===== config.mk =====
export PLATFORM = sky130hd
export DESIGN_NAME = pushbuttons_leds_debounced
export DESIGN_NICKNAME = d
export VERILOG_FILES = /design/src/rtl/pushbuttons_leds_debounced.sv
export SDC_FILE = /design/constraint.sdc
export NUM_CORES = 1
export LEC_CHECK = 0
export BUFFER_PORTS_ARGS = -buffer_cell sky130_fd_sc_hd__buf_2
export CAP_MARGIN = 20
export CORE_MARGIN = 2
export CORE_UTILIZATION = 46
export CTS_BUF_LIST = sky130_fd_sc_hd__clkbuf_16
export DETAILED_ROUTE_END_ITERATION = 16
export PLACE_DENSITY = 0.62
export SETUP_SLACK_MARGIN = 0.02
export SLEW_MARGIN = 0
export SYNTH_ARGS = -nofsm -noshare
export SYNTH_HDL_FRONTEND = slang
export SYNTH_SLANG_ARGS = --single-unit

===== constraint.sdc =====
create_clock -name clk -period 2.1 [get_ports clk]
set_clock_uncertainty 0.1 [all_clocks]
set_input_delay 0.105 -clock clk [delete_from_list [all_inputs] [get_ports clk]]
set_output_delay 0.105 -clock clk [all_outputs]
set_load 0.05 [all_outputs]

===== src/rtl/pushbuttons_leds_debounced.sv =====
// N-channel pushbutton-to-LED block: 2-flop synchroniser, per-channel debounce counter,
// follow/toggle LED drive and one-cycle press/release pulses. Toggle mode needs PB_LEDS_TOGGLE_EN.
module pushbuttons_leds_debounced #(
  parameter int N_CH            = 2,
  parameter int DEBOUNCE_CYCLES = 50000
) (
  input  logic            clk,
  input  logic            rst_n,
  input  logic [N_CH-1:0] pb_n_i,
  input  logic [N_CH-1:0] mode_i,
  output logic [N_CH-1:0] led_o,
  output logic [N_CH-1:0] press_o,
  output logic [N_CH-1:0] release_o
);

  localparam int               CNT_W   = $clog2(DEBOUNCE_CYCLES);
  localparam logic [CNT_W-1:0] CNT_MAX = CNT_W'(DEBOUNCE_CYCLES - 1);

  logic [N_CH-1:0]  s1_q, s1_d;
  logic [N_CH-1:0]  s2_q, s2_d;
  logic [N_CH-1:0]  db_q, db_d;
  logic [N_CH-1:0]  press_q, press_d;
  logic [N_CH-1:0]  release_q, release_d;
  logic [CNT_W-1:0] cnt_q [N_CH];
  logic [CNT_W-1:0] cnt_d [N_CH];

  // NOTE: every always_comb output gets a default first, so no path can infer a latch.
  always_comb begin
    s1_d  = ~pb_n_i;
    s2_d  = s1_q;
    db_d  = db_q;
    cnt_d = cnt_q;
    for (int i = 0; i < N_CH; i++) begin
      if (s2_q[i] == db_q[i]) begin
        cnt_d[i] = '0;
      end else if (cnt_q[i] == CNT_MAX) begin
        db_d[i]  = s2_q[i];
        cnt_d[i] = '0;
      end else begin
        cnt_d[i] = cnt_q[i] + CNT_W'(1);
      end
    end
    press_d   = db_d & ~db_q;
    release_d = ~db_d & db_q;
  end

  // NOTE: sequential state uses non-blocking assignments so all flops update from pre-edge values.
  always_ff @(posedge clk) begin
    if (!rst_n) begin
      s1_q      <= '0;
      s2_q      <= '0;
      db_q      <= '0;
      press_q   <= '0;
      release_q <= '0;
      cnt_q     <= '{default: '0};
    end else begin
      s1_q      <= s1_d;
      s2_q      <= s2_d;
      db_q      <= db_d;
      press_q   <= press_d;
      release_q <= release_d;
      cnt_q     <= cnt_d;
    end
  end

  assign press_o   = press_q;
  assign release_o = release_q;

`ifdef PB_LEDS_TOGGLE_EN
  logic [N_CH-1:0] tog_q, tog_d;

  // In follow mode tog tracks db, which makes the follow->toggle switch bumpless and
  // lets tog drive the LED in both modes.
  always_comb begin
    tog_d = tog_q;
    for (int i = 0; i < N_CH; i++) begin
      tog_d[i] = mode_i[i] ? (tog_q[i] ^ press_d[i]) : db_d[i];
    end
  end

  always_ff @(posedge clk) begin
    if (!rst_n) tog_q <= '0;
    else        tog_q <= tog_d;
  end

  assign led_o = tog_q;
`else
  logic unused_mode;
  assign unused_mode = ^mode_i;
  assign led_o       = db_q;
`endif

endmodule


Word level (Yosys, flattened, before mapping)
Index checks and enable logic that the tools add are counted.
{"block": "totals", "ff_bits": 42, "inputBits": 6, "output_inout_bits": 6, "word_cells": 25}
{"block": "op_classes", "n_reduce_logical": 2, "n_eq_ne": 4, "bitwise_logic": 6, "addsub": 2, "muxes": 4}
{"operator": "16-bit by 1-bit adder with 16-bit output (second input constant)", "n": 2}
{"operator": "16-bit == test (second input constant)", "n": 2}
{"operator": "2-bit inverter", "n": 3}
{"operator": "3-bit OR reduction", "n": 2}
{"operator": "2-bit bitwise AND", "n": 2}
{"operator": "1-bit two-way mux", "n": 4}
{"operator": "1-bit == test", "n": 2}
{"operator": "1-bit inverter", "n": 1}

Longest topological paths before layout
{"block": "logic_depth", "depth_word": 5, "depth_mapped": 6}

Least setup slack after synthesis
OpenSTA, ideal clock, no wires.
{"block": "synth_path", "path_kind": "reg2reg", "startpoint": "reg cnt_q[4] in the netlist's numbering", "endpoint": "reg cnt_q[15] in the netlist's numbering", "path_buffers": 1, "t_required_ns": 1.885, "stages_incl_launch_ff": 6, "setup_slack_ns": 0.431, "setup_time_ns": 0.115, "arrival_ns": 1.454, "cell_sequence": "dfxtp_1 > or3_1 > or2_4 > o31ai_4 > buf_6 > nor2_1"}
{"block": "synth_between", "elab_chain_cells": 2, "elab_cells_between_ends": 3}
{"item": "from (decl)", "line_no": "24", "source": "logic [CNT_W-1:0] cnt_q [N_CH];"}
{"item": "from (signal assigned)", "line_no": "62", "source": "cnt_q <= cnt_d;"}
{"item": "parallel branches: the longest is 2 deep, another holds 16-bit by 1-bit adder with 16-bit output"}
Several ways; the timed one is not identified.
A chain may end at the register's enable or synchronous reset.

Final worst setup path
{"block": "layout_path", "startpoint": "reg cnt_q[16] in the netlist's numbering", "endpoint": "reg press_q[0] (netlist: press_o[0])"}
{"block": "layout_between", "elab_chain_cells": 4}
{"item": "16-bit == test", "line_no": "36", "source": "end else if (cnt_q[i] == CNT_MAX) begin"}
{"item": "1-bit two-way mux", "line_no": "36"}
{"item": "1-bit two-way mux", "line_no": "34", "source": "if (s2_q[i] == db_q[i]) begin"}
{"item": "2-bit bitwise AND", "line_no": "43", "source": "press_d = db_d & ~db_q;"}
{"item": "to (signal assigned)", "line_no": "60", "source": "press_q <= press_d;"}
{"item": "to (decl)", "line_no": "22", "source": "logic [N_CH-1:0] press_q, press_d;"}
Every way passes these cells.

==> results by group <==
Run status
  – Outcome: complete, no violations

Floorplanning
  – Die X: 66.4 microns
  – Chip height: around 66 microns
  – Starting Density: 48.2%
  – # rows: 22
  – Top-level port count: 12
  – Core area: 3720 sq um
  – Die outline area: 4410 sq um

Clock tree
  – Root cell of the clock tree: sky130_fd_sc_hd__clkbuf_16
  – Insertion delay of the later-clocked pin in the worst-skew pair: ~0.28 ns
  – CTS sink count: 42
  – TritonCTS clock tree: yes
  – Max clock buf depth: 2
  – Clock slew at reported path FFs: 0.06 ns
  – Resize count post-CTS: 0
  – H-tree lvl count: 2
  – Total clock buffers created by CTS: 5

Routing
  – Number of detailed-routing iterations run before antenna repair: 4
  – DR vias/cell: 5.32
  – Highest signal layer in the routed design: met4
  – Count of unresolved DRC violations after routing: 0
  – Metal1 wirelength: 1450 microns
  – Met3 wirelength from detailed routing: between 70 and 80 microns
  – Routed wire length on met2: 1740 microns
  – Remaining number of nets flagged by the antenna check after routing: 0
  – Violation count after the first detailed-routing iteration: 68
  – Final wirelength: 3270 microns
  – Via count: 1379
  – Wire length per cell: 12.6 microns

Synthesis
  – Gate count of the mapped netlist: 193
  – Count of distinct cell types in the synthesized netlist: 33
  – Register bit total from synthesis: 42
  – Mapped Avg Cell Area: 9.29 sq um
  – Cell area after synthesis: 1790 sq um
  – Flip-flop cell with the highest count after synthesis: sky130_fd_sc_hd__dfxtp_1
  – Portion of the post-synthesis area used by sequential elements: 46.9%
  – Number of warnings issued by yosys: 0
  – Number of enable flip-flop cells after synthesis: 0
  – Number of nets produced by synthesis: 201
  – Post-synth ARST share: 0%

Worst setup path
  – Reg2reg end: press_o[0]$_SDFF_PN0_
  – Arrival time reported for the critical path endpoint: 1.82 ns
  – Worst Reg2Reg Path Length in Cells: 5
  – Data required time at the worst endpoint: 2.19 ns
  – Startpoint Class: flop
  – Worst reg2reg path startpoint: cnt_q[16]$_SDFF_PP0_
  – Worst setup path class: flop to flop
  – Largest fanout on the critical path: 6
  – Critical Path Sink Type: flop
  – Setup slack of the most critical reg-to-reg path: 0.36 ns

STA
  – Final hold slack: 0.0721 ns
  – Setup tns final: 0 ns
  – Worst-margin pin slew: 0.349 ns
  – Number of max-slew violations in the final report: 0
  – Endpoints failing hold: 0
  – Fmax: 575 MHz
  – RSZ-0062 raised after global routing: no
  – Final period utilization: 82.8%
  – Headroom to the max-slew limit: 76.5%
  – Final number of setup-violating endpoints: 0
  – Final critical-path required period: 1.74 ns

Finish
  – Area grow syn2layout: 14.4%
  – Footprint of the flip-flops and latches: 841 sq um
  – Net count, final: 218
  – Filler Cells Inserted: 348
  – Area of the multi-input gates: roughly 910 sq um
  – Number of diodes: 0
  – Fraction of final layout cells with drive strength greater than 1: approximately a tenth
  – Fin area: 2050 sq um

Global routing
  – Global route total overflow: 0
  – Global-route total usage across every layer: 17.0%
  – Maximum number of pins on one net before global-route repair: 17
  – Via count of the first global-routing pass: between 1000 and 1500
  – Wire length of the first global-routing pass: 5750 microns
  – Antenna violations before repair: 0

Placement
  – Cell area after placement: ~1900 sq um
  – Half-perimeter wire length of the detailed placement result: between 2000 and 2500 microns
  – Final weighted congestion of routability-driven global placement: 0.803
  – Quantity of I/O buffers inserted on ports: 9

Min path
  – Min-Delay Endpoint: led_o[1]$_SDFF_PN0_
  – Hold path startpoint: rst_n
  – Worst Hold Depth: 3
  – Path category of the worst min-delay check: primary input to flop

Run
  – MaxCap Viol Count: 0

Power and ir drop
  – Worst voltage drop across the vdd grid: 0.400 mV
  – Total power consumption of the routed design: 1540 uW
  – Pwr dens: 751 nW/um^2
  – Leakage power total: around 0.00067 uW
[how the worst max path moves through the flow]
stage | endpoint | from | slack (ns) | depth (start not counted)
floorplan | cnt_q[15]$_SDFF_PP0_ | cnt_q[4]$_SDFF_PP0_ | 0.43 | 5
global placement | cnt_q[24]$_SDFF_PP0_ | cnt_q[16]$_SDFF_PP0_ | 0.38 | 6
detailed placement | cnt_q[27]$_SDFF_PP0_ | cnt_q[16]$_SDFF_PP0_ | 0.35 | 6
CTS | press_o[0]$_SDFF_PN0_ | cnt_q[16]$_SDFF_PP0_ | 0.33 | 5
global route | press_o[0]$_SDFF_PN0_ | cnt_q[16]$_SDFF_PP0_ | 0.20 | 5
finish | press_o[0]$_SDFF_PN0_ | cnt_q[16]$_SDFF_PP0_ | 0.36 | 5
[worst max-delay path, cell delays in order (launching register included)]
cell	delay [ns]
sky130_fd_sc_hd__dfxtp_1	0.41
sky130_fd_sc_hd__ha_1	0.26
sky130_fd_sc_hd__nand3_1	0.16
sky130_fd_sc_hd__nor4b_1	0.30
sky130_fd_sc_hd__nand4_1	0.19
sky130_fd_sc_hd__nor3b_1	0.23
[power by group]
part           internal (uW)  switching [uW]  leakage (uW)
sequential               802            3.43      0.000339
clock                    429             284     0.0000724
combinational           10.4            11.0      0.000259
[synthesized netlist by cell type (3+ instances only)]
cell                      count  share of area (%)
sky130_fd_sc_hd__nor2b_1      5                1.7
sky130_fd_sc_hd__nor4b_1      3                1.5
sky130_fd_sc_hd__nor4_1      12                4.2
sky130_fd_sc_hd__nand3_1     12                3.3
sky130_fd_sc_hd__dfxtp_1     42                 47
sky130_fd_sc_hd__nor3_1       5                1.4
sky130_fd_sc_hd__and3_1       3                1.0
sky130_fd_sc_hd__xor2_1       8                3.9
sky130_fd_sc_hd__inv_1        7                1.5
sky130_fd_sc_hd__nand4_1      9                3.1
sky130_fd_sc_hd__xnor2_1     21                 10
sky130_fd_sc_hd__nand2_1      6                1.3
sky130_fd_sc_hd__nor2_1      36                7.5
[cells by family (layout without fill, tap and decap cells)]
| family | Yosys count | after routing | share of synthesized area (%) |
|---|---|---|---|
| flops | 42 | 42 | 46.9 |
| buf+inv | 10 | 28 | 2.58 |
| simple gates | 105 | 105 | 31.8 |
| mux | 1 | 1 | 0.558 |
| xor+xnor | 29 | 29 | 14.2 |
| fa+ha+maj | 2 | 2 | 1.40 |
| compound gates | 4 | 4 | 2.58 |
[registers in the layout, summed over array words and instances (netlist names)]
signal,cells
led_o,2
release_o,2
press_o,2
cnt_q,32
s2_q,2
s1_q,2
[routing by layer]
| layer | vias to the layer above | track usage, % |
|---|---|---|
| met5 | - | 0 |
| met4 | 0 | 5.36 |
| met3 | 2 | 4.60 |
| met2 | 10 | 32.5 |
| met1 | 660 | 17.7 |
| li1 | 707 | - |
[repair_timing]
item | 4_1_cts | 5_1_grt
hold buffers | 2 | 0
endpoints found under the hold margin | 2 | 0
buffers inserted | 0 | 0
[cells in the final DEF, fill, tap and decap left out, types with 2 or more instances in the layout]
cell	n
sky130_fd_sc_hd__nor3_1	5
sky130_fd_sc_hd__nor2_1	36
sky130_fd_sc_hd__nor4b_1	3
sky130_fd_sc_hd__nor3b_1	2
sky130_fd_sc_hd__buf_4	2
sky130_fd_sc_hd__buf_2	9
sky130_fd_sc_hd__nand4_1	9
sky130_fd_sc_hd__and3_1	3
sky130_fd_sc_hd__and2_1	2
sky130_fd_sc_hd__dfxtp_1	42
sky130_fd_sc_hd__xnor2_1	21
sky130_fd_sc_hd__nand3_1	12
sky130_fd_sc_hd__dlygate4sd3_1	2
sky130_fd_sc_hd__xor2_1	8
sky130_fd_sc_hd__clkbuf_16	5
sky130_fd_sc_hd__nor4bb_1	2
sky130_fd_sc_hd__nand2_1	6
sky130_fd_sc_hd__nor2b_1	5
sky130_fd_sc_hd__ha_1	2
sky130_fd_sc_hd__inv_1	8
sky130_fd_sc_hd__nor4_1	12
[stage by stage]
step / utilization, % / setup WS [ns] / std cells
6_report: 55.2 / 0.362 / 259
5_1_grt: 55.2 / 0.195 / 259
4_1_cts: 55.2 / 0.334 / 259
3_5_place_dp: 50.9 / 0.353 / 249
3_3_place_gp: 50.9 / 0.380 / 249
2_1_floorplan: - / 0.431 / 193
[final cells by class]
| cell class | count | area share, % |
|---|---|---|
| clock buffer | 5 | 6.10 |
| multi-input combinational | 141 | 44.2 |
| timing repair buffer | 13 | 3.90 |
| tap | 48 | 2.93 |
| inverter | 7 | 1.28 |
| sequential | 42 | 41.0 |
| clock inverter | 3 | 0.610 |
Note: power is estimated with default switching activity, not from simulation.
